`src/rtl/mem_access_unit.sv`:
```
// -----------------------------------------------------------------------------
// mem_access_unit
//
// Stalling bridge between the CPU datapath and a request/acknowledge memory
// bus. A load (mem_rd) or store (wea != 0) seen in IDLE is latched and issued
// as a single bus transfer in BUSY. The transfer ends on ack, on error, or
// after TIMEOUT BUSY cycles. A one-cycle DONE state then releases the stall
// and carries the access_fault pulse.
//
// Parameters
//   TIMEOUT       maximum BUSY cycles to wait for bus_ack before faulting
//
// Ports
//   clk           clock, rising edge
//   rst           synchronous reset, active low
//   mem_rd        load request from the datapath
//   addr          byte address (ALU_out)
//   wdata         lane-aligned store data (Data_out)
//   wea           byte-lane write enables, nonzero means store
//   stall         freezes PC / register writeback (combinational)
//   rdata         last successfully loaded word (Data_in)
//   access_fault  one-cycle pulse on bus error or timeout
//   bus_req       transfer valid toward memory
//   bus_we        write strobe
//   bus_be        byte enables
//   bus_addr      word-aligned address
//   bus_wdata     write data
//   bus_rdata     read data, valid with bus_ack
//   bus_ack       memory completes the transfer
//   bus_err       memory reports an error
// -----------------------------------------------------------------------------
module mem_access_unit #(
   parameter int TIMEOUT = 255
) (
   input  logic        clk,
   input  logic        rst,
   input  logic        mem_rd,
   input  logic [31:0] addr,
   input  logic [31:0] wdata,
   input  logic [3:0]  wea,
   output logic        stall,
   output logic [31:0] rdata,
   output logic        access_fault,
   output logic        bus_req,
   output logic        bus_we,
   output logic [3:0]  bus_be,
   output logic [31:0] bus_addr,
   output logic [31:0] bus_wdata,
   input  logic [31:0] bus_rdata,
   input  logic        bus_ack,
   input  logic        bus_err
);

   // Counter only needs to reach TIMEOUT-1.
   localparam int CNT_W = (TIMEOUT > 1) ? $clog2(TIMEOUT) : 1;

   typedef enum logic [1:0] {
      IDLE = 2'd0,
      BUSY = 2'd1,
      DONE = 2'd2
   } state_t;

   state_t            state_q, state_d;
   logic [CNT_W-1:0]  wait_q, wait_d;
   logic [31:2]       addr_q, addr_d;
   logic [31:0]       wdata_q, wdata_d;
   logic [31:0]       rdata_q, rdata_d;
   logic [3:0]        be_q, be_d;
   logic              we_q, we_d;
   logic              fault_q, fault_d;

   logic              req_in;
   logic              timeout_hit;
   logic              addr_lsb_unused;

   assign req_in      = mem_rd | (|wea);
   assign timeout_hit = (wait_q == CNT_W'(TIMEOUT - 1));

   // The bus is word addressed; byte offset is already encoded in wea.
   assign addr_lsb_unused = ^addr[1:0];

   // State register
   always_ff @(posedge clk) begin
      if (!rst) begin
         state_q <= IDLE;
         wait_q  <= '0;
         addr_q  <= '0;
         wdata_q <= '0;
         rdata_q <= '0;
         be_q    <= '0;
         we_q    <= 1'b0;
         fault_q <= 1'b0;
      end else begin
         state_q <= state_d;
         wait_q  <= wait_d;
         addr_q  <= addr_d;
         wdata_q <= wdata_d;
         rdata_q <= rdata_d;
         be_q    <= be_d;
         we_q    <= we_d;
         fault_q <= fault_d;
      end
   end

   // Next-state and datapath update
   always_comb begin
      state_d = state_q;
      wait_d  = wait_q;
      addr_d  = addr_q;
      wdata_d = wdata_q;
      rdata_d = rdata_q;
      be_d    = be_q;
      we_d    = we_q;
      fault_d = 1'b0;

      case (state_q)
         IDLE: begin
            if (req_in) begin
               state_d = BUSY;
               wait_d  = '0;
               addr_d  = addr[31:2];
               wdata_d = wdata;
               // A store wins over a simultaneous load.
               if (|wea) begin
                  be_d = wea;
                  we_d = 1'b1;
               end else begin
                  be_d = 4'b1111;
                  we_d = 1'b0;
               end
            end
         end
         BUSY: begin
            // Priority: error, then ack, then timeout.
            if (bus_err) begin
               state_d = DONE;
               fault_d = 1'b1;
            end else if (bus_ack) begin
               state_d = DONE;
               if (!we_q) begin
                  rdata_d = bus_rdata;
               end
            end else if (timeout_hit) begin
               state_d = DONE;
               fault_d = 1'b1;
            end else begin
               wait_d = wait_q + CNT_W'(1);
            end
         end
         DONE: begin
            state_d = IDLE;
         end
         default: begin
            state_d = IDLE;
         end
      endcase
   end

   // Outputs
   always_comb begin
      stall   = 1'b0;
      bus_req = 1'b0;
      bus_we  = 1'b0;
      bus_be  = 4'b0000;
      case (state_q)
         IDLE: stall = req_in;
         BUSY: begin
            stall   = 1'b1;
            bus_req = 1'b1;
            bus_we  = we_q;
            bus_be  = be_q;
         end
         default: stall = 1'b0;
      endcase
   end

   assign bus_addr     = {addr_q, 2'b00};
   assign bus_wdata    = wdata_q;
   assign rdata        = rdata_q;
   assign access_fault = fault_q;

endmodule
```
`config.mk`:
```
export PLATFORM = sky130hd
export DESIGN_NAME = mem_access_unit
export DESIGN_NICKNAME = d
export VERILOG_FILES = /design/src/rtl/mem_access_unit.sv
export SDC_FILE = /design/constraint.sdc
export NUM_CORES = 1
export LEC_CHECK = 0
export CAP_MARGIN = 20
export CORE_MARGIN = 2
export CORE_UTILIZATION = 35
export DETAILED_ROUTE_END_ITERATION = 16
export PLACE_DENSITY = 0.79
export RECOVER_POWER = 50
export SKIP_CTS_REPAIR_TIMING = 1
export SYNTH_ARGS = -nofsm -noshare
export SYNTH_HDL_FRONTEND = slang
export SYNTH_SLANG_ARGS = --single-unit
```
`constraint.sdc`:
```
create_clock -name clk -period 2.2 [get_ports clk]
set_input_delay 0.66 -clock clk [delete_from_list [all_inputs] [get_ports clk]]
set_output_delay 0.66 -clock clk [all_outputs]
set_load 0.05 [all_outputs]
```
; ---- After elaboration in Yosys (flattened, before gate mapping)
; Cells that the tools add are included.
[totals]
ff_bits = 110
elab_cells = 46
in_bits = 105
out_inout_bits = 104
[op_classes]
add_sub_neg = 1
muxes = 19
n_bitwise = 3
n_reduce_logical = 8
eq_ne = 7
[ops]
columns = cell, n
row1 = $mux 8, 4
row2 = $pmux 8 s2, 1
row3 = $add 8x1->8 const B, 1
row4 = $eq 8x8->1 const B, 1
row5 = $mux 2, 4
row6 = $mux 4, 2
row7 = $ne 2x2->1 const B, 4
row8 = $mux 1, 6
row9 = $reduce_and 2->1, 3
row10 = $reduce_and 5->1, 1
row11 = $ne 4x4->1 const B, 1
row12 = $pmux 2 s2, 1
row13 = $reduce_and 4->1, 1
row14 = $reduce_or 4->1, 1
row15 = $eq 2x1->1 const B, 1
row16 = $logic_not 2->1, 1
row17 = $not 1->1, 2
row18 = $pmux 1 s2, 1
row19 = $reduce_bool 2->1, 1
row20 = $or 1x1->1, 1

; ---- Depth between registers and ports, before layout
[depth]
depth_word = 5
ltp_mapped = 7
mapped_depth_nobuf = 6

; ---- Worst setup path before layout
; No wires, ideal clock.
[synth_path]
path_type = flip-flop to output port
startpoint = register state_q[0]
endpoint = output bus_be[0]
n_path_buf = 1
required_time_ns = 1.540
slack_ns = -0.177
path_stages_with_launch = 4
arrival_time_ns = 1.717
path_cell_list = dfxtp_1 nor2b_1 clkbuf_1 and2_1
[synth_via]
elab_chain_len = 2
[synth_rtl]
columns = element, line
row1 = "start, declared", 63  ; state_t state_q, state_d;
row2 = "start signal, assigned", 94  ; state_q <= state_d;
row3 = $eq 2x1->1, 165  ; case (state_q)
row4 = $mux 4, 165
row5 = "end, declared", 46  ; output logic [3:0] bus_be,
; Every way passes these cells.

; ---- Worst setup path after layout
[layout_path]
startpoint = input wea[2]
endpoint = output stall
[layout_via]
elab_chain_len = 3
[layout_rtl]
columns = element, line
row1 = "start, declared", 40  ; input logic [3:0] wea,
row2 = $reduce_or 4->1, 76  ; assign req_in = mem_rd | (|wea);
row3 = $or 1x1->1, 76
row4 = $pmux 1 s2, 165
row5 = "end, declared", 41  ; output logic stall,
; Every way passes these cells.

==> results.md <==
- The final reports fail on negative setup slack.
- Yosys printed 0 warnings.
- The number of DRC markers after the initial detailed-route iteration is 191.
- The reg-to-reg critical path endpoint is state_q[0].
- The achievable clock frequency is 419 MHz.
- The final core area utilization is 0.573.
- The total chip power is 0.00519 W.
- In this run the power density over the cells is 758 nW/um2.
- The worst reg-to-reg setup slack is 0.31 ns.
- For this run, global-route usage on met2 was measured as 0.320.
- In this design, the largest share of critical-path delay is due to simple AND/OR/NAND/NOR gates.
- The most frequent standard cell in the layout excluding fill and tap cells is sky130_fd_sc_hd__nand2_1.
- After floorplanning, the core was divided into 40 placement rows.
- The H-tree was split into 3 levels.
- At the worst endpoint, the arrival time is 1.72 ns.
- The via density per instance is 4.82.
- The final route contains 4117 vias.
- The total of max-cap violations is 0.
- The initial antenna violation count was 0.
- Timing analysis after detailed placement gives a worst setup slack of -0.527 ns.
- The clock edge transition at the registers on the reported setup and hold paths is 0.07 ns.
- The library cells used most frequently in the layout, excluding fill and tap cells, are 197 x sky130_fd_sc_hd__nand2_1, 172 x sky130_fd_sc_hd__clkdlybuf4s50_1, 110 x sky130_fd_sc_hd__dfxtp_1.
- The clock latency on the worst-skew pair is 0.34 ns.
- The I/O pin count is 209.
- The synthesized netlist contains 36 unique library cells.
- The die footprint is 13100 um2.
- Counting instances, the worst hold path has a depth of 2.
- Port buffering added 204 buffers.
- The floorplan core area is 12000 um2.
- Once detail routing completed, the nets flagged for antenna violations numbered 0.
- The maximum resistive drop on vdd is 0.000388 V.
- The reported leakage power is 2.58 nW.
- The gate count of the mapped netlist is 502.
- The number of antenna diodes in the final layout is 0.
- The largest net degree at the start of global routing is 46.
- The clock drives 110 sinks.
- The number of nets in the layout is 809.
- The critical path goes through clkbuf_2, or4_4, nor3_4, nor2_4, buf_6.
- The number of design rule violations left after detail routing is 0.
- The worst setup path is captured at a primary output.
- Setup repair after global routing could not meet its margin everywhere.
- The die width is 115 um.
- The share of the clock period used by the worst path after layout is 1.08.
- TritonCTS built the clock tree.
- The number of hold violations in the final report is 0.
- The number of global-route vias before repair came to 4094.
- The remaining global-route overflow is 0.
- The clock passes through at most 2 buffers.
- The async set-or-reset flop fraction in the synthesized netlist is 0.
- The startpoint identified for the worst hold timing path is rdata[29].
- Counting flops with a built-in enable in the synthesized netlist gives 0.
- The flow ran to the end, but the final reports show violations.
- The flip-flop and latch count after synthesis is 110.
- The cell with the largest stage delay on the worst path is sky130_fd_sc_hd__or4_4.
- The HPWL after detailed placement is 8.70 mm.
- Fill cells in the final layout number 1061.
- Setup violations remaining at the end of the flow were counted as 1.
- On the final layout, the worst hold slack is 0.452 ns.
- The wire length of the first global-routing pass is 18.6 mm.
- The headroom to the max-slew limit is 0.553.
- The routed wire length per instance is 13.8 um.
- The delay of the slowest cell on the worst path is 0.55 ns.
- The layer with the highest usage is met2.
- In the global route stage, overall resource usage came out at 0.177.
- The setup path with the least slack is of type input pin to primary output.
- After detailed routing, the total wire length is 11.8 mm.
- Compared with the post-synthesis result, the final layout area differs by 60.2%.
- The worst clock skew is 0.00475 ns.
- In the synthesized netlist the dominant register cell turns out to be sky130_fd_sc_hd__dfxtp_1.
- The TritonCTS buffer count is 9.
- Setup slack on the critical path of the routed design comes to -0.184 ns.
- The sequential-to-total area share from yosys stat is 0.515.
- The type of the tightest min-delay check is flop to flop.
- Of the cells placed in the final design, the portion with a size suffix greater than 1 is 0.0835.
- The first-pass iteration count of the detailed router is 4.
- The critical path depth is 5.
- At the end of routability-driven placement, the weighted congestion stood at 0.797.
- After synthesis the cells add up to 4280 um2.
- The synthesized area per cell is 8.52 um2.
- In the global route stage, met3 resource usage came out at 0.0535.
- STA classifies the critical path startpoint as an input pin.
- The initial utilization of the core area, before any placement, comes to 0.358.
- After layout, the minimum clock period comes to 2.38 ns.
- The total count of max-transition violations in the final report is 0.
- The number of cells on the worst reg-to-reg path is 7.
- At the pin with the least slew margin, the transition time is 0.665 ns.
- The highest net fanout along the worst path is 2.
- STA puts the critical path data required time at 1.54 ns.
- In the global route stage, met1 resource usage came out at 0.187.
- Measured along the y axis, the die boundary spans 115 um.
- The count of buffer and inverter cells on the critical path is 2.
- The path with the worst hold slack has its endpoint at rdata[29].
- The worst register-to-register path begins at wait_q[0].
- The buffer cell driving the clock tree root is sky130_fd_sc_hd__clkbuf_16.
cells by family after synthesis:
family | synth area share
and+or+nand+nor | 0.236
adders and majority gates | 0.00585
AOI/OAI and AO/OA | 0.194
DFF | 0.515
buffers and inverters | 0.0436
other | 0.000877
muxes | 0.00234
xor gates and xnor gates | 0.00205
through the flow:
| step | cells | instance area, um2 | TNS (ns) |
|---|---|---|---|
| 4_1_cts | 854 | 6930 | -4.42 |
| 2_1_floorplan | 503 | 4290 | 0 |
| 3_5_place_dp | 838 | 6630 | -30.62 |
| 5_1_grt | 854 | 6850 | -0.637 |
| 3_3_place_gp | 838 | 6630 | -28.41 |
| 6_report | 854 | 6850 | -0.184 |
cell type report:
class                      count  area (um2)  share of cell area
clock buffer                  12         256              0.0374
clock inverter                 4        45.0             0.00658
inverter                       1        3.75            0.000548
multi-input combinational    354        1930               0.282
sequential                   110        2200               0.322
tap                          147         184              0.0269
timing repair buffer         226        2220               0.325
worst min-delay path: stages, from the launching register on:
cell	delay, ns
sky130_fd_sc_hd__dfxtp_1	0.31
sky130_fd_sc_hd__nand2_1	0.05
sky130_fd_sc_hd__a21boi_1	0.05
sequential cells by signal, summed over array words and instances (netlist names):
register,count
bus_wdata,32
rdata,32
addr_q,30
wait_q,8
be_q,4
state_q,2
access_fault,1
we_q,1
power breakdown:
| part | switching [W] | total (W) | internal (W) |
|---|---|---|---|
| clock | 0.000683 | 0.00162 | 0.000940 |
| sequential | 0.0000735 | 0.00220 | 0.00213 |
| combinational | 0.000825 | 0.00137 | 0.000545 |
routing by layer:
metal	up-vias	wire, um
met5	-	0
met4	0	213
met3	16	901
met2	144	5960
met1	1917	4680
li1	2040	-
Yosys cell counts (all sizes together) (2+ instances only):
cell	number	area [um2]
a21boi	97	728
and2	7	43.8
buf	18	108
clkbuf	20	75.1
dfxtp	110	2200
ha	2	25.0
nand2	197	739
nand3	8	40.0
nand4	4	25.0
nor2	6	22.5
nor2b	4	25.0
nor4b	2	23.8
nor4bb	2	20.0
o21ai	2	13.8
o221a	4	45.0
o31ai	2	15.0
or4	4	33.8
worst max path at each step:
stage | start | to | slack (ns)
2_1_floorplan | wea[0] | stall | 0.04
3_3_place_gp | wea[0] | stall | -0.51
3_5_place_dp | wea[0] | stall | -0.53
4_1_cts | wea[0] | stall | -0.53
5_1_grt | wea[2] | stall | -0.21
6_report | wea[2] | stall | -0.18
No activity file was read; power rests on OpenSTA's default activity.
